===== config.mk =====
export PLATFORM = sky130hd
export DESIGN_NAME = lis_fixed_stream_sorter
export DESIGN_NICKNAME = d
export VERILOG_FILES = /design/src/rtl/lis_fixed_stream_sorter_pkg.sv /design/src/rtl/lis_fixed_stream_sorter_cell.sv /design/src/rtl/lis_fixed_stream_sorter.sv
export SDC_FILE = /design/constraint.sdc
export NUM_CORES = 1
export LEC_CHECK = 0
export CORE_MARGIN = 4
export CORE_UTILIZATION = 60
export CTS_CLUSTER_DIAMETER = 60
export DETAILED_ROUTE_END_ITERATION = 10
export HOLD_SLACK_MARGIN = 0.12
export PLACE_DENSITY = 0.87
export REMOVE_ABC_BUFFERS = 1
export SYNTH_ARGS = -nofsm -noshare
export SYNTH_HDL_FRONTEND = slang
export SYNTH_HIERARCHICAL = 1
export SYNTH_SLANG_ARGS = --single-unit

===== constraint.sdc =====
create_clock -name clock -period 5.5 [get_ports clock]
set_clock_uncertainty 0.2 [all_clocks]
set_input_delay 1.375 -clock clock [delete_from_list [all_inputs] [get_ports clock]]
set_output_delay 1.375 -clock clock [all_outputs]
set_load 0.02 [all_outputs]

===== src/rtl/lis_fixed_stream_sorter_pkg.sv =====
// Shared types for the linear insertion stream sorter.
// Word width, byte count per word and the LOAD/DRAIN state encoding.
package lis_fixed_stream_sorter_pkg;

    localparam int WORD_W = 32;

    function automatic int bytes_per_word(input int w);
        return w / 8;
    endfunction

    localparam int BYTES_PER_WORD = bytes_per_word(WORD_W);

    typedef enum logic {
        LOAD  = 1'b0,
        DRAIN = 1'b1
    } state_t;

    typedef logic signed [WORD_W-1:0] word_t;

endpackage


===== src/rtl/lis_fixed_stream_sorter_cell.sv =====
// One storage cell of the insertion chain.
// Holds a signed word; either shifts up from below or takes the new word.
module lis_cell #(
    parameter int DATA_W = 32
) (
    input  logic                     clock,
    input  logic                     reset,
    input  logic                     clear,
    input  logic signed [DATA_W-1:0] new_word,
    input  logic                     insert_here,
    input  logic                     shift_in,
    input  logic signed [DATA_W-1:0] below_value,
    input  logic                     below_valid,
    output logic signed [DATA_W-1:0] value,
    output logic                     valid,
    output logic                     gt_or_empty
);

    assign gt_or_empty = !valid || (value > new_word);

    // Cell contents: shift wins over insert, clear wipes the frame
    always_ff @(posedge clock) begin
        if (reset || clear) begin
            value <= '0;
            valid <= 1'b0;
        end else if (shift_in) begin
            value <= below_value;
            valid <= below_valid;
        end else if (insert_here) begin
            value <= new_word;
            valid <= 1'b1;
        end
    end

endmodule


===== src/rtl/lis_fixed_stream_sorter.sv =====
// Byte-stream insertion sorter: assembles words MSB first,
// inserts them into a sorted cell chain, drains ascending.
module lis_fixed_stream_sorter
    import lis_fixed_stream_sorter_pkg::*;
#(
    parameter int LIS_SIZE = 8,
    parameter int DATA_W   = WORD_W
) (
    input  logic       clock,
    input  logic       reset,
    output logic       in_ready,
    input  logic       in_valid,
    input  logic [7:0] in_data,
    input  logic       in_last,
    input  logic       out_ready,
    output logic       out_valid,
    output logic [7:0] out_data
);

    localparam int BPW = bytes_per_word(DATA_W);
    localparam int BW  = (BPW > 1) ? $clog2(BPW) : 1;
    localparam int CW  = $clog2(LIS_SIZE + 1);
    localparam int IW  = $clog2(LIS_SIZE);

    state_t                   state_q, state_d;
    logic [BW-1:0]            wr_byte_q, wr_byte_d;
    logic [BW-1:0]            rd_byte_q, rd_byte_d;
    logic [IW-1:0]            rd_word_q, rd_word_d;
    logic [CW-1:0]            count_q, count_d;
    logic [DATA_W-9:0]        acc_q;
    logic                     in_ready_q;
    logic                     accept, word_done, out_fire;
    logic                     rd_last, clear, full;
    logic signed [DATA_W-1:0] new_word, rd_value;
    logic signed [DATA_W-1:0] cell_value [LIS_SIZE];
    logic [LIS_SIZE-1:0]      cell_valid, gt, below_gt;
    logic [LIS_SIZE-1:0]      ins, shift;

    assign in_ready  = in_ready_q;
    assign out_valid = (state_q == DRAIN);
    assign accept    = in_valid && in_ready_q;
    assign word_done = accept && (wr_byte_q == BW'(BPW - 1));
    assign out_fire  = out_valid && out_ready;
    assign new_word  = {acc_q, in_data};
    assign full      = cell_valid[LIS_SIZE-1];
    assign rd_last   = (CW'(rd_word_q) == count_q - CW'(1));
    assign rd_value  = cell_value[rd_word_q];

    // Priority chain: a cell is the insertion point if no lower cell is
    always_comb begin
        logic run;
        run = 1'b0;
        below_gt = '0;
        for (int i = 0; i < LIS_SIZE; i++) begin
            below_gt[i] = run;
            run = run | gt[i];
        end
    end

    assign ins   = (word_done && !full) ? (gt & ~below_gt) : '0;
    assign shift = (word_done && !full) ? below_gt : '0;

    for (genvar i = 0; i < LIS_SIZE; i++) begin : g_cell
        logic signed [DATA_W-1:0] below_value;
        logic                     below_valid;
        if (i == 0) begin : g_first
            assign below_value = '0;
            assign below_valid = 1'b0;
        end else begin : g_rest
            assign below_value = cell_value[i-1];
            assign below_valid = cell_valid[i-1];
        end
        lis_cell #(
            .DATA_W(DATA_W)
        ) u_cell (
            .clock      (clock),
            .reset      (reset),
            .clear      (clear),
            .new_word   (new_word),
            .insert_here(ins[i]),
            .shift_in   (shift[i]),
            .below_value(below_value),
            .below_valid(below_valid),
            .value      (cell_value[i]),
            .valid      (cell_valid[i]),
            .gt_or_empty(gt[i])
        );
    end

    // Drain byte select, MSB first; zero outside DRAIN
    always_comb begin
        out_data = '0;
        if (state_q == DRAIN) begin
            out_data = rd_value[8*(BPW-1-int'(rd_byte_q)) +: 8];
        end
    end

    // Next-state and counter updates for LOAD/DRAIN
    always_comb begin
        state_d   = state_q;
        wr_byte_d = wr_byte_q;
        rd_byte_d = rd_byte_q;
        rd_word_d = rd_word_q;
        count_d   = count_q;
        clear     = 1'b0;
        unique case (state_q)
            LOAD: begin
                if (word_done) begin
                    wr_byte_d = '0;
                    count_d   = count_q + CW'(1);
                    if (in_last || count_d == CW'(LIS_SIZE)) begin
                        state_d = DRAIN;
                    end
                end else if (accept) begin
                    wr_byte_d = wr_byte_q + BW'(1);
                end
            end
            DRAIN: begin
                if (out_fire) begin
                    if (rd_byte_q == BW'(BPW - 1)) begin
                        rd_byte_d = '0;
                        if (rd_last) begin
                            clear     = 1'b1;
                            rd_word_d = '0;
                            count_d   = '0;
                            state_d   = LOAD;
                        end else begin
                            rd_word_d = rd_word_q + IW'(1);
                        end
                    end else begin
                        rd_byte_d = rd_byte_q + BW'(1);
                    end
                end
            end
            default: ;
        endcase
    end

    // State, counters, byte accumulator and registered in_ready
    always_ff @(posedge clock) begin
        if (reset) begin
            state_q    <= LOAD;
            wr_byte_q  <= '0;
            rd_byte_q  <= '0;
            rd_word_q  <= '0;
            count_q    <= '0;
            acc_q      <= '0;
            in_ready_q <= 1'b0;
        end else begin
            state_q    <= state_d;
            wr_byte_q  <= wr_byte_d;
            rd_byte_q  <= rd_byte_d;
            rd_word_q  <= rd_word_d;
            count_q    <= count_d;
            in_ready_q <= (state_d == LOAD);
            if (accept) begin
                acc_q <= new_word[DATA_W-9:0];
            end
        end
    end

endmodule


==> Word-level counts from Yosys, hierarchy flattened <==
Index checks and enable logic that the tools add are counted.
{ "op_classes": {"n_reduce_logical": 35, "eq_ne": 8, "n_shift": 1, "add_sub_neg": 6, "mux": 53, "bitwise": 11, "magnitude_cmp": 9} }
{ "ops": {"columns": ["operator", "count"], "rows": [
  ["32-bit 2-to-1 mux", 16],
  ["32-bit greater-than comparator", 8],
  ["32-bit binary-select mux with 3-bit select", 1],
  ["32-bit by 6-bit variable part select with 8-bit output", 1],
  ["8-bit 2-to-1 mux", 3],
  ["1-bit 2-to-1 mux", 23],
  ["4-bit 2-to-1 mux", 4],
  ["2-bit nonzero test", 8],
  ["1-bit logical OR", 10],
  ["8-bit bitwise AND", 1],
  ["1-bit zero test", 8],
  ["8-bit NOT", 1],
  ["4-bit case mux with 2 select lines", 1],
  ["2-bit 2-to-1 mux", 3],
  ["2-bit by 1-bit != test with 1-bit output, second input constant", 3],
  ["1-bit bitwise OR", 6],
  ["2-bit by 1-bit adder with 2-bit output, second input constant", 2],
  ["4-bit by 1-bit adder with 4-bit output, second input constant", 1],
  ["2-bit equality test, second input constant", 2],
  ["3-bit by 4-bit equality test with 1-bit output", 1],
  ["4-bit equality test, second input constant", 1],
  ["4-bit greater-or-equal comparator, second input constant", 1],
  ["1-bit logical AND", 4],
  ["3-bit NOT with 4-bit output", 1],
  ["11 further kinds", 13]
]} }
{ "totals": {"inputBits": 13, "output_inout_bits": 10, "wordCells": 146, "register_bits": 301} }

==> Longest topological paths before layout <==
{ "depth": {"ltp_word": 13, "ltp_mapped": 18, "depth_no_buf": 16} }

==> Modules after synthesis <==
The synthesis kept the hierarchy.
{ "by_module_without_submodules": {"columns": ["mod", "cells_per_inst", "area_per_inst_um2", "instances", "seq_area_each_um2"], "rows": [
  ["lis_cell", 300, 2314.7, 8, 660.6],
  ["lis_fixed_stream_sorter", 344, 3786.1, 1, 740.7]
]} }

==> Worst setup path after synthesis <==
No wires, ideal clock.
{ "synth_timing": {"kind": "input to register", "startpoint": "input in_data[5]", "endpoint": "register g_cell[7].u_cell.value[19]", "slack_ns": 0.977, "n_path_buf": 2, "arrival_time_ns": 4.195, "required_time_ns": 5.172, "path_stages": 18, "setup_ns": 0.128, "cell_sequence": "inv_1 -> ha_1 -> a21oi_1 -> o21ai_1 -> a221o_1 -> a21oi_1 -> nor4b_2 -> nor4b_2 -> nor2_1 -> nand2_1 -> nor3_1 -> and4_1 -> buf_2 -> buf_2 -> mux2i_1 -> nor2_1 -> a21oi_1 -> nor2_1"} }
{ "synth_via": {"elab_chain_cells": 12, "word_cells_on_any_way": 28, "classes_between": "8 x order compare; 3 x mux; 8 x bitwise; 9 x reduce/logical"} }
{ "synth_rtl": {"columns": ["element", "line_no", "rtl"], "rows": [
  ["start: declaration", "lis_fixed_stream_sorter.sv:13", "input logic [7:0] in_data,"],
  ["32-bit greater-than comparator", "lis_fixed_stream_sorter_cell.sv:19", "assign gt_or_empty = !valid || (value > new_word);"],
  ["1-bit logical OR", "lis_fixed_stream_sorter_cell.sv:19", null],
  ["named net gt[1]", "lis_fixed_stream_sorter.sv:36", "logic [LIS_SIZE-1:0] cell_valid, gt, below_gt;"],
  ["1-bit bitwise OR (6 in a row)", "lis_fixed_stream_sorter.sv:56", "run = run | gt[i];"],
  ["8-bit NOT", "lis_fixed_stream_sorter.sv:60", "assign ins = (word_done && !full) ? (gt & ~below_gt) : '0;"],
  ["8-bit bitwise AND", "lis_fixed_stream_sorter.sv:60", null],
  ["8-bit 2-to-1 mux", "lis_fixed_stream_sorter.sv:60", null],
  ["named net ins[7]", "lis_fixed_stream_sorter.sv:37", "logic [LIS_SIZE-1:0] ins, shift;"],
  ["2-bit nonzero test (no source line)", null, null],
  ["end signal: assignment", "lis_fixed_stream_sorter_cell.sv:27", "value <= below_value;"],
  ["end signal: assignment", "lis_fixed_stream_sorter_cell.sv:30", "value <= new_word;"],
  ["end: declaration", "lis_fixed_stream_sorter_cell.sv:14", "output logic signed [DATA_W-1:0] value,"]
]} }
The timed path passes the listed nets, and every way through them passes these cells.
A chain may end at the register's enable or synchronous reset.

==> Worst setup path after layout <==
{ "layout_timing": {"startpoint": "register rd_byte_q[1]", "endpoint": "output out_data[5]"} }
{ "layout_via": {"elab_chain_cells": 3} }
{ "layout_rtl": {"columns": ["element", "line_no", "rtl"], "rows": [
  ["start: declaration", "lis_fixed_stream_sorter.sv:27", "logic [BW-1:0] rd_byte_q, rd_byte_d;"],
  ["start signal: assignment", "lis_fixed_stream_sorter.sv:152", "rd_byte_q <= rd_byte_d;"],
  ["2-bit by 2-bit subtractor with 3-bit output", "lis_fixed_stream_sorter.sv:94", "out_data = rd_value[8*(BPW-1-int'(rd_byte_q)) +: 8];"],
  ["32-bit by 6-bit variable part select with 8-bit output", "lis_fixed_stream_sorter.sv:94", null],
  ["8-bit 2-to-1 mux", "lis_fixed_stream_sorter.sv:93", "if (state_q == DRAIN) begin"],
  ["end: declaration", "lis_fixed_stream_sorter.sv:17", "output logic [7:0] out_data"]
]} }
No other way between the ends.

==> results.json <==
{
  "outcome": "complete, no violations",
  "area_growth_pct": 10.52,
  "fmax_mhz": 193.2,
  "critPathTopFamily": "buffers and inverters",
  "grt_pass1_vias": 21090,
  "wirelength_um": 69050,
  "setup_viol": 0,
  "synth_cells": 2744,
  "met1_usage_pct": 40.67,
  "rows": 70,
  "initial_core_util_pct": 60.92,
  "synth_seq_area_share_pct": 27.02,
  "clk_pin_slew_ns": 0.06,
  "ir_drop_mv": 0.2567,
  "grt.met2_usage_pct": 55.05,
  "synth_area_um2": 22300,
  "cts_root_buffer": "clkbuf_16",
  "worst-setup-path-type": "reg -> out",
  "worstPathArrival_ns": 3.60,
  "syn_area_per_cell_um2": 8.128,
  "post-dp-hpwl_um": 50220,
  "synth_warnings": 6,
  "power_density_nw_per_um2": 202.9,
  "routedWlPerCell_um": 21.15,
  "crit_slowest_cell": "clkdlybuf4s50_1",
  "die_h_um": 200.8,
  "hold_violations": 0,
  "ctsHtreeMaxLevel": 2,
  "coreArea_um2": 36610,
  "area.sequential_um2": 6035,
  "worstPathCellList": "clkinv_1 > nand3b_1 > o221ai_1 > a21oi_1 > o21a_1 > clkdlybuf4s50_1",
  "synth-async-reset-ratio_pct": 0,
  "hold_path.class": "reg -> reg",
  "vias": 20990,
  "finalCriticalPeriod_ns": 5.176,
  "layout_setup_ws_ns": 0.3235,
  "die_w_um": 200.8,
  "ys_ff_latch": 301,
  "port_buffers": 22,
  "top_usage_layer": "met2",
  "ys_types": 50,
  "synth_ff_type": "dfxtp_1",
  "finalCritPeriodShare_pct": 94.12,
  "grt_overflow": 0,
  "io-pin-count": 23,
  "fill_cells": 2801,
  "grt_max_degree": 67,
  "crit_buf_inv": 2,
  "n_antenna_cell": 0,
  "cp-start-kind": "register",
  "viasPerCell": 6.429,
  "path_max_fanout": 10,
  "firstDrtPassIters": 8,
  "clkSinkCount": 301,
  "synth_edf_count": 0,
  "slew-limit-headroom_pct": 20.55,
  "worst_pin_slew_ns": 1.192,
  "gp_congestion": 0.9623,
  "slew_violations": 0,
  "finalPower_mw": 5.001,
  "drc_errors": 0,
  "cp.required_ns": 3.92,
  "cts_tree": "built",
  "dp_slack_ns": -0.1041,
  "antenna_found_initial": 0,
  "cts_buffer_depth": 3,
  "numCtsBuffers": 36,
  "antenna_left": 0,
  "postCtsSetupBuffers": 0,
  "rsz0062_at_grt": "false",
  "insertion_delay_ns": 0.53,
  "grt_usage_pct": 33.35,
  "leakage_nw": 10.05,
  "cts_hold_buf": 0,
  "drive_above_1_share_pct": 9.549,
  "multi_input_area_um2": 14750,
  "cap_violations": 0,
  "final_nets": 3047,
  "drt_iter0_drc": 2447,
  "grt_pass1_wl_um": 110300,
  "end_kind": "primary output",
  "dieArea_um2": 40320,
  "max_stage_delay_ns": 0.61,
  "use_met3_pct": 5.719
}
[worst paths after layout]
check | from | endpoint | slack, ns | cells past startpoint
hold / removal | acc_q[16] | acc_q[16] | 0.27 | 2
setup / recovery | rd_byte_q[1] | out_data[5] | 0.32 | 6
hold reg to reg | acc_q[16] | acc_q[16] | 0.27 | 2
setup reg to reg | acc_q[13] | g_cell[5].u_cell/value[10] | 0.94 | 15
[per-stage QoR]
stage | setup TNS [ns] | std cells | instance area, um^2 | hold WS, ns | utilization [%]
finish | 0 | 3264 | 24650 | 0.2733 | 67.33
global route | 0 | 3264 | 24650 | 0.3093 | 67.33
CTS | 0 | 3264 | 24640 | 0.2727 | 67.32
detailed placement | -1.076 | 3203 | 23480 | 0.2787 | 64.14
global placement | 0 | 3203 | 23480 | 0.2451 | 64.14
floorplan | -90.65 | 2629 | 21720 | 0.2513 | -
[state kept, by name, indices dropped and copies added (netlist names)]
name and cells:
acc_q 24, count_q 4, g_cell.u_cell/valid 8, g_cell.u_cell/value 256, in_ready 1, out_valid 1, rd_byte_q 2, rd_word_q 3
wr_byte_q 2
[per-layer routing]
layer / routed length, um / part of all wire [%] / up-vias
met5: 0 / 0 / -
met4: 4965 / 7.2 / 0
met3: 6901 / 10 / 331
met2: 31740 / 46 / 1232
met1: 25440 / 37 / 9856
li1: - / - / 9566
[logic make-up after synthesis]
group / synth area share (%)
buffers and inverters: 7.775
adders and majority gates: 14.64
xor gates and xnor gates: 0.1178
and+or+nand+nor: 17.88
other: 0.01681
AOI/OAI and AO/OA: 13.10
muxes: 19.45
DFF: 27.02
[synth_stat cells (4+ instances only)]
master | n | area (um^2)
nand3b_1 | 19 | 142.6
nor2_1 | 576 | 2162
nor4_1 | 16 | 100.1
and3_1 | 4 | 25.02
o21a_1 | 9 | 67.56
a211oi_1 | 8 | 60.06
mux2i_1 | 264 | 2643
nor3_1 | 13 | 65.06
buf_2 | 35 | 175.2
nand4_1 | 49 | 306.5
a221o_1 | 8 | 80.08
nor4b_2 | 16 | 240.2
and4_1 | 10 | 87.58
nand3_1 | 29 | 145.1
a21oi_2 | 8 | 70.07
inv_1 | 270 | 1013
mux4_2 | 52 | 1171
or2_2 | 9 | 56.30
a221oi_2 | 8 | 120.1
a21oi_1 | 410 | 2052
buf_6 | 9 | 101.4
nor3b_1 | 4 | 30.03
dfxtp_1 | 301 | 6026
clkbuf_1 | 85 | 319.1
mux4_1 | 20 | 525.5
nor2_2 | 8 | 50.05
o21ai_0 | 30 | 150.1
nand2_1 | 141 | 529.3
ha_1 | 261 | 3266
buf_1 | 16 | 60.06
o221ai_1 | 9 | 78.83
o211ai_2 | 8 | 100.1
o21ai_1 | 8 | 40.04
a21o_1 | 8 | 60.06
[tightest hold or removal path, cell delays in order (launching register included)]
cell,delay [ns]
dfxtp_1,0.31
nand2_1,0.06
a21oi_1,0.06
[cell type report]
class	count	area share [%]
Multi-Input combinational cell	2056	59.83
Sequential cell	301	24.48
Timing Repair Buffer	106	4.446
Clock buffer	55	4.436
Inverter	272	4.142
Tap cell	468	2.376
Clock inverter	6	0.2893
[cell usage in the layout (no fill, tap or decap), types with 9 or more instances in the layout]
master	instances
nand2_1	141
a21oi_1	408
nor3_1	12
mux4_1	20
or2_2	9
o21ai_0	30
o221ai_1	9
ha_1	261
nand3_1	29
nor4b_2	16
buf_12	20
mux2i_1	264
o21a_1	9
clkbuf_16	37
nor2_1	572
dfxtp_1	298
buf_4	64
nand4_1	49
nand3b_1	19
clkdlybuf4s50_1	21
conb_1	36
nor4_1	16
clkbuf_8	10
inv_1	270
mux4_2	52
[timing repair]
action                     4_1_cts  5_1_grt
gates resized for setup          0        1
hold endpoints to repair         0        0
setup endpoints to repair        0        1
[where the power goes]
group / switching, mW / total, mW / internal [mW] / leakage [nW]
Combinational: 0.245 / 0.376 / 0.131 / 7.04
Clock: 0.971 / 2.39 / 1.42 / 0.571
Sequential: 0.0378 / 2.24 / 2.20 / 2.43
Total: 1.25 / 5.00 / 3.75 / 10.0
(Power assumes the default switching activity.)
